### config.mk
export PLATFORM = sky130hd
export DESIGN_NAME = uart_line_arbiter
export DESIGN_NICKNAME = d
export VERILOG_FILES = /design/src/rtl/uart_line_arbiter_pkg.sv /design/src/rtl/uart_line_arbiter_rr_pick.sv /design/src/rtl/uart_line_arbiter.sv
export SDC_FILE = /design/constraint.sdc
export NUM_CORES = 1
export LEC_CHECK = 0
export BUFFER_PORTS_ARGS = -buffer_cell sky130_fd_sc_hd__buf_2
export CORE_ASPECT_RATIO = 1.5
export CORE_MARGIN = 4
export CORE_UTILIZATION = 58
export CTS_CLUSTER_DIAMETER = 150
export DETAILED_ROUTE_END_ITERATION = 12
export PLACE_DENSITY = 0.84
export SYNTH_ARGS = -nofsm -noshare
export SYNTH_HDL_FRONTEND = slang
export SYNTH_SLANG_ARGS = --single-unit
### constraint.sdc
create_clock -name clk -period 4.3 [get_ports clk]
set_input_delay 0.86 -clock clk [delete_from_list [all_inputs] [get_ports clk]]
set_output_delay 0.86 -clock clk [all_outputs]
set_load 0.02 [all_outputs]
### src/rtl/uart_line_arbiter_pkg.sv
// Shared types for the UART line arbiter: FSM encoding, grant index width, pointer helper.
package uart_line_arbiter_pkg;

  localparam int MAX_REQ = 8;
  localparam int ID_W    = 3;

  typedef enum logic [2:0] {
    ST_IDLE,
    ST_FETCH,
    ST_START,
    ST_WAIT_HI,
    ST_WAIT_LO
  } arb_state_t;

  // Round-robin successor of id among n requesters.
  function automatic logic [ID_W-1:0] next_id(input logic [ID_W-1:0] id, input int n);
    if (int'(id) >= n - 1) return '0;
    return id + ID_W'(1);
  endfunction

endpackage

### src/rtl/uart_line_arbiter_rr_pick.sv
// Combinational round-robin picker: first set req at or above ptr, wrapping to the bottom.
module rr_pick
  import uart_line_arbiter_pkg::*;
#(
  parameter int N = 4
) (
  input  logic [N-1:0]    req,
  input  logic [ID_W-1:0] ptr,
  output logic            hit,
  output logic [ID_W-1:0] idx
);

  always_comb begin
    hit = 1'b0;
    idx = ptr;
    // Wrapped region first; the upper region then overrides, lowest index wins in each.
    for (int i = N - 1; i >= 0; i--) begin
      if (req[i] && (i < int'(ptr))) begin
        hit = 1'b1;
        idx = ID_W'(i);
      end
    end
    for (int i = N - 1; i >= 0; i--) begin
      if (req[i] && (i >= int'(ptr))) begin
        hit = 1'b1;
        idx = ID_W'(i);
      end
    end
  end

endmodule

### src/rtl/uart_line_arbiter.sv
// Grants whole lines round-robin onto one uart_tx; byte accepted 1 cycle after grant, start 1 cycle later.
// Producers are stalled until the transmitter's busy has risen and fallen; a silent grantee is revoked on timeout.
module uart_line_arbiter
  import uart_line_arbiter_pkg::*;
#(
  parameter int N_REQ        = 4,
  parameter int IDLE_TIMEOUT = 5_000_000,
  parameter int TMO_W        = 32
) (
  input  logic                 clk,
  input  logic                 rst,
  input  logic [N_REQ-1:0]     s_valid,
  input  logic [8*N_REQ-1:0]   s_data,
  input  logic [N_REQ-1:0]     s_last,
  output logic [N_REQ-1:0]     s_ready,
  output logic [7:0]           tx_data,
  output logic                 tx_start,
  input  logic                 tx_busy,
  output logic                 grant_valid,
  output logic [ID_W-1:0]      grant_id,
  output logic                 timeout_pulse
);

  localparam int              DW        = 8 * MAX_REQ;
  localparam logic [TMO_W-1:0] TMO_LIMIT = TMO_W'(IDLE_TIMEOUT - 1);

  arb_state_t       state, state_d;
  logic [ID_W-1:0]  rr_ptr;
  logic [TMO_W-1:0] tmo_cnt;
  logic             last_q;

  logic             pick_hit;
  logic [ID_W-1:0]  pick_idx;
  logic             accept;
  logic             tmo_hit;
  logic             line_done;

  // Widen the request buses so the 3-bit grant index addresses them exactly.
  logic [MAX_REQ-1:0] valid_pad;
  logic [MAX_REQ-1:0] last_pad;
  logic [DW-1:0]      data_pad;
  logic               sel_valid;
  logic               sel_last;
  logic [7:0]         sel_data;

  assign valid_pad = MAX_REQ'(s_valid);
  assign last_pad  = MAX_REQ'(s_last);
  assign data_pad  = DW'(s_data);
  assign sel_valid = valid_pad[grant_id];
  assign sel_last  = last_pad[grant_id];
  assign sel_data  = data_pad[{grant_id, 3'b000} +: 8];

  rr_pick #(
    .N (N_REQ)
  ) u_pick (
    .req (s_valid),
    .ptr (rr_ptr),
    .hit (pick_hit),
    .idx (pick_idx)
  );

  always_comb begin
    state_d       = state;
    accept        = 1'b0;
    tmo_hit       = 1'b0;
    line_done     = 1'b0;
    tx_start      = 1'b0;
    timeout_pulse = 1'b0;
    s_ready       = '0;
    case (state)
      ST_IDLE: begin
        if (pick_hit) state_d = ST_FETCH;
      end
      ST_FETCH: begin
        if (sel_valid && !tx_busy) begin
          accept  = 1'b1;
          state_d = ST_START;
        end else if (!sel_valid && (tmo_cnt == TMO_LIMIT)) begin
          tmo_hit       = 1'b1;
          timeout_pulse = 1'b1;
          state_d       = ST_IDLE;
        end
      end
      ST_START: begin
        tx_start = 1'b1;
        state_d  = ST_WAIT_HI;
      end
      // busy may still read low on the cycle after start; wait for it to rise first.
      ST_WAIT_HI: begin
        if (tx_busy) state_d = ST_WAIT_LO;
      end
      ST_WAIT_LO: begin
        if (!tx_busy) begin
          line_done = last_q;
          state_d   = last_q ? ST_IDLE : ST_FETCH;
        end
      end
      default: state_d = ST_IDLE;
    endcase
    for (int i = 0; i < N_REQ; i++) begin
      s_ready[i] = accept && (grant_id == ID_W'(i));
    end
  end

  always_ff @(posedge clk or posedge rst) begin
    if (rst) begin
      state       <= ST_IDLE;
      rr_ptr      <= '0;
      tmo_cnt     <= '0;
      last_q      <= 1'b0;
      tx_data     <= 8'h00;
      grant_valid <= 1'b0;
      grant_id    <= '0;
    end else begin
      state <= state_d;
      if ((state == ST_IDLE) && pick_hit) begin
        grant_id    <= pick_idx;
        grant_valid <= 1'b1;
        tmo_cnt     <= '0;
      end
      if (accept) begin
        tx_data <= sel_data;
        last_q  <= sel_last;
        tmo_cnt <= '0;
      end else if ((state == ST_FETCH) && !sel_valid) begin
        tmo_cnt <= tmo_cnt + TMO_W'(1);
      end
      if (tmo_hit || line_done) begin
        grant_valid <= 1'b0;
        rr_ptr      <= next_id(grant_id, N_REQ);
      end
    end
  end

endmodule

==> results.yml <==
yosys:
  ys.flop_type: "dfrtp_1"
  yosysTopAreaCell: "dfrtp_1"
  ys_types: 54
  ys_seq_area_share_pct: 43.0
  synth.net_count: 337
  synth_edf_count: 0
  async_reset_ff_share_pct: 100
  yosysWarnings: 0
  synthTopCellsByArea: "dfrtp_1 43%, mux4_2 6.8%, mux2_2 4.9%"
  syn_inst: 288
  synth_area_per_cell_um2: 10.3
  ys_seq_elements: 51
  synth_area_um2: 2970
  yosysTopAreaCellShare_pct: 43.0
placement:
  dp_slack_ns: 1.21
  post-dp-hpwl_um: 5110
  gp_congestion: 0.876
  placed_cell_area_um2: 3310
  portBuffers: 60
clock_tree:
  cts_resized: 0
  root_buffer: "clkbuf_8"
  clk_latency_ns: 0.30
  postCtsHoldBufs: 0
  cts_buffer_depth: 2
  htreeDepth: 2
  clock_sinks: 51
  cts_buffers: 5
  clk_pin_slew_ns: 0.09
  cts_tree: "yes"
  cts_setup_buffers: 0
timing:
  finalCriticalPeriod_ns: 3.31
  hold_slack_ns: 0.502
  fin_skew_ns: 0.00600
  fmax_mhz: 302
  worst_slew_pin_slew_ns: 1.05
  period_share_pct: 77.1
  hold_viol: 0
  fin_tns_setup_ns: 0
  timing.final.ws_setup_ns: 0.985
  rsz0062_at_grt: "no"
  maxSlewViolCount: 0
  slew_headroom_pct: 29.9
  setup_viol: 0
worst_setup_path:
  cp-end-kind: "primary output"
  cp_max_fo: 17
  critPathKind: "flip-flop to primary output"
  crit_required_ns: 3.44
  start_kind: "flip-flop"
  arrival_ns: 2.45
global_routing:
  antenna_found_initial: 0
  grt.overflow.total: 0
  grt_usage_pct: 24.1
  grt_pass1_wl_um: 11900
  grt_max_degree: 52
  grt_pass1_vias: 2684
power_and_ir_drop:
  power_density_nw_per_um2: 503
  leakage_nw: 1.51
  ir_drop_mv: 0.421
routing:
  via_per_inst: 6.27
  drt-initial-drc-count: 140
  drt_pass1_iterations: 4
  post-route-drc-count: 0
  ant_nets: 0
  wire_per_inst_um: 17.0
  wl_um: 7010
  vias: 2589
cells_and_area:
  areaGrowthSynthToFinish_pct: 15.5
  post-route-util_pct: 70.1
  final_layout_size_suffix_gt1_share_pct: 28.8
  final_common_cell: "buf_2"
  final_area_um2: 3430
  antennaDiodeCount: 0
  multiInputGateArea_um2: 1600
  layout_common_cells: "60 x buf_2, 51 x dfrtp_1, 22 x nand2_1"
  ff_latch_area_um2: 1280
  fill_cells: 389
  layout.nets: 395
die:
  die_h_um: 95.6
  io_pins: 61
  coreArea_um2: 4890
  start_util_pct: 60.7
  row_count: 31
  die_w_um: 66.4
  die_area_um2: 6340
status:
  status: "finished, final reports clean"
worst_hold_path:
  worstHoldPathType: "flip-flop to flip-flop"
flow_run:
  cap_violations: 0
-- area by class of cell --
class	count	share of cell area, %
clock buffers	5	2.01
well taps	66	2.41
inverters	10	1.10
repair buffers	62	9.20
flip-flops and latches	51	37.3
clock inverters	3	1.28
multi-input cells	216	46.7
-- sequential cells by signal, indices dropped and copies added, names as in the netlist --
| register | cells |
|---|---|
| last_q | 1 |
| tx_data | 8 |
| grant_id | 3 |
| state | 3 |
| tmo_cnt | 32 |
| rr_ptr | 3 |
| grant_valid | 1 |
-- critical path, cell delays in order (launching register included) --
cell and delay [ns]:
dfrtp_1 0.76, mux2_2 0.44, a22o_1 0.37, nor4b_1 0.36, buf_2 0.23
-- final timing paths --
path / cells after the start / from / slack, ns / to
setup / recovery: 4 / grant_id[1]$_DFFE_PP0P_ / 0.99 / timeout_pulse
hold / removal: 2 / grant_valid$_DFFE_PP0P_ / 0.50 / grant_valid$_DFFE_PP0P_
setup reg to reg: 6 / grant_id[1]$_DFFE_PP0P_ / 1.25 / tmo_cnt[31]$_DFFE_PP0P_
hold reg to reg: 2 / grant_valid$_DFFE_PP0P_ / 0.50 / grant_valid$_DFFE_PP0P_
max in group asynchronous: 2 / rst / 2.84 / tmo_cnt[4]$_DFFE_PP0P_
min in group asynchronous: 2 / rst / 0.81 / tmo_cnt[23]$_DFFE_PP0P_
-- Yosys cell counts, types with 5 or more instances --
| cell type | instances |
|---|---|
| and3_1 | 6 |
| nand2_1 | 22 |
| mux4_2 | 9 |
| nor4_1 | 6 |
| mux2i_1 | 6 |
| clkbuf_1 | 5 |
| nor3_1 | 7 |
| a21oi_1 | 8 |
| inv_1 | 10 |
| o31ai_1 | 12 |
| nand3_1 | 17 |
| o21ai_0 | 11 |
| o211ai_1 | 11 |
| ha_1 | 6 |
| mux2_2 | 13 |
| nor2_1 | 21 |
| nand4_1 | 11 |
| dfrtp_1 | 51 |
-- power breakdown --
group / switching [mW] / leakage, nW / internal [mW]
combinational: 0.393 / 0.778 / 0.306
clock: 0.159 / 0.0581 / 0.173
sequential: 0.130 / 0.672 / 0.562
-- logic make-up after synthesis --
group                      share of synthesized area (%)
AOI/OAI and AO/OA                                   15.9
buffers and inverters                               2.95
muxes                                               13.8
and+or+nand+nor                                     20.3
adders and majority gates                           2.87
xor gates and xnor gates                            1.18
DFF                                                 43.0
-- stage by stage --
stage / total power, mW / cells
detailed placement: 1.39 / 405
floorplan: 1.19 / 288
finish: 1.72 / 413
global placement: 1.36 / 405
global route: 1.83 / 413
CTS: 1.73 / 413
-- layer usage --
layer | up-vias | global-route usage, % | part of all wire [%]
li1 | 1230 | - | -
met5 | - | 0 | 0
met3 | 22 | 4.25 | 6.0
met1 | 1223 | 26.3 | 37
met2 | 114 | 44.7 | 53
met4 | 0 | 10.3 | 3.6
(Power assumes the default switching activity.)
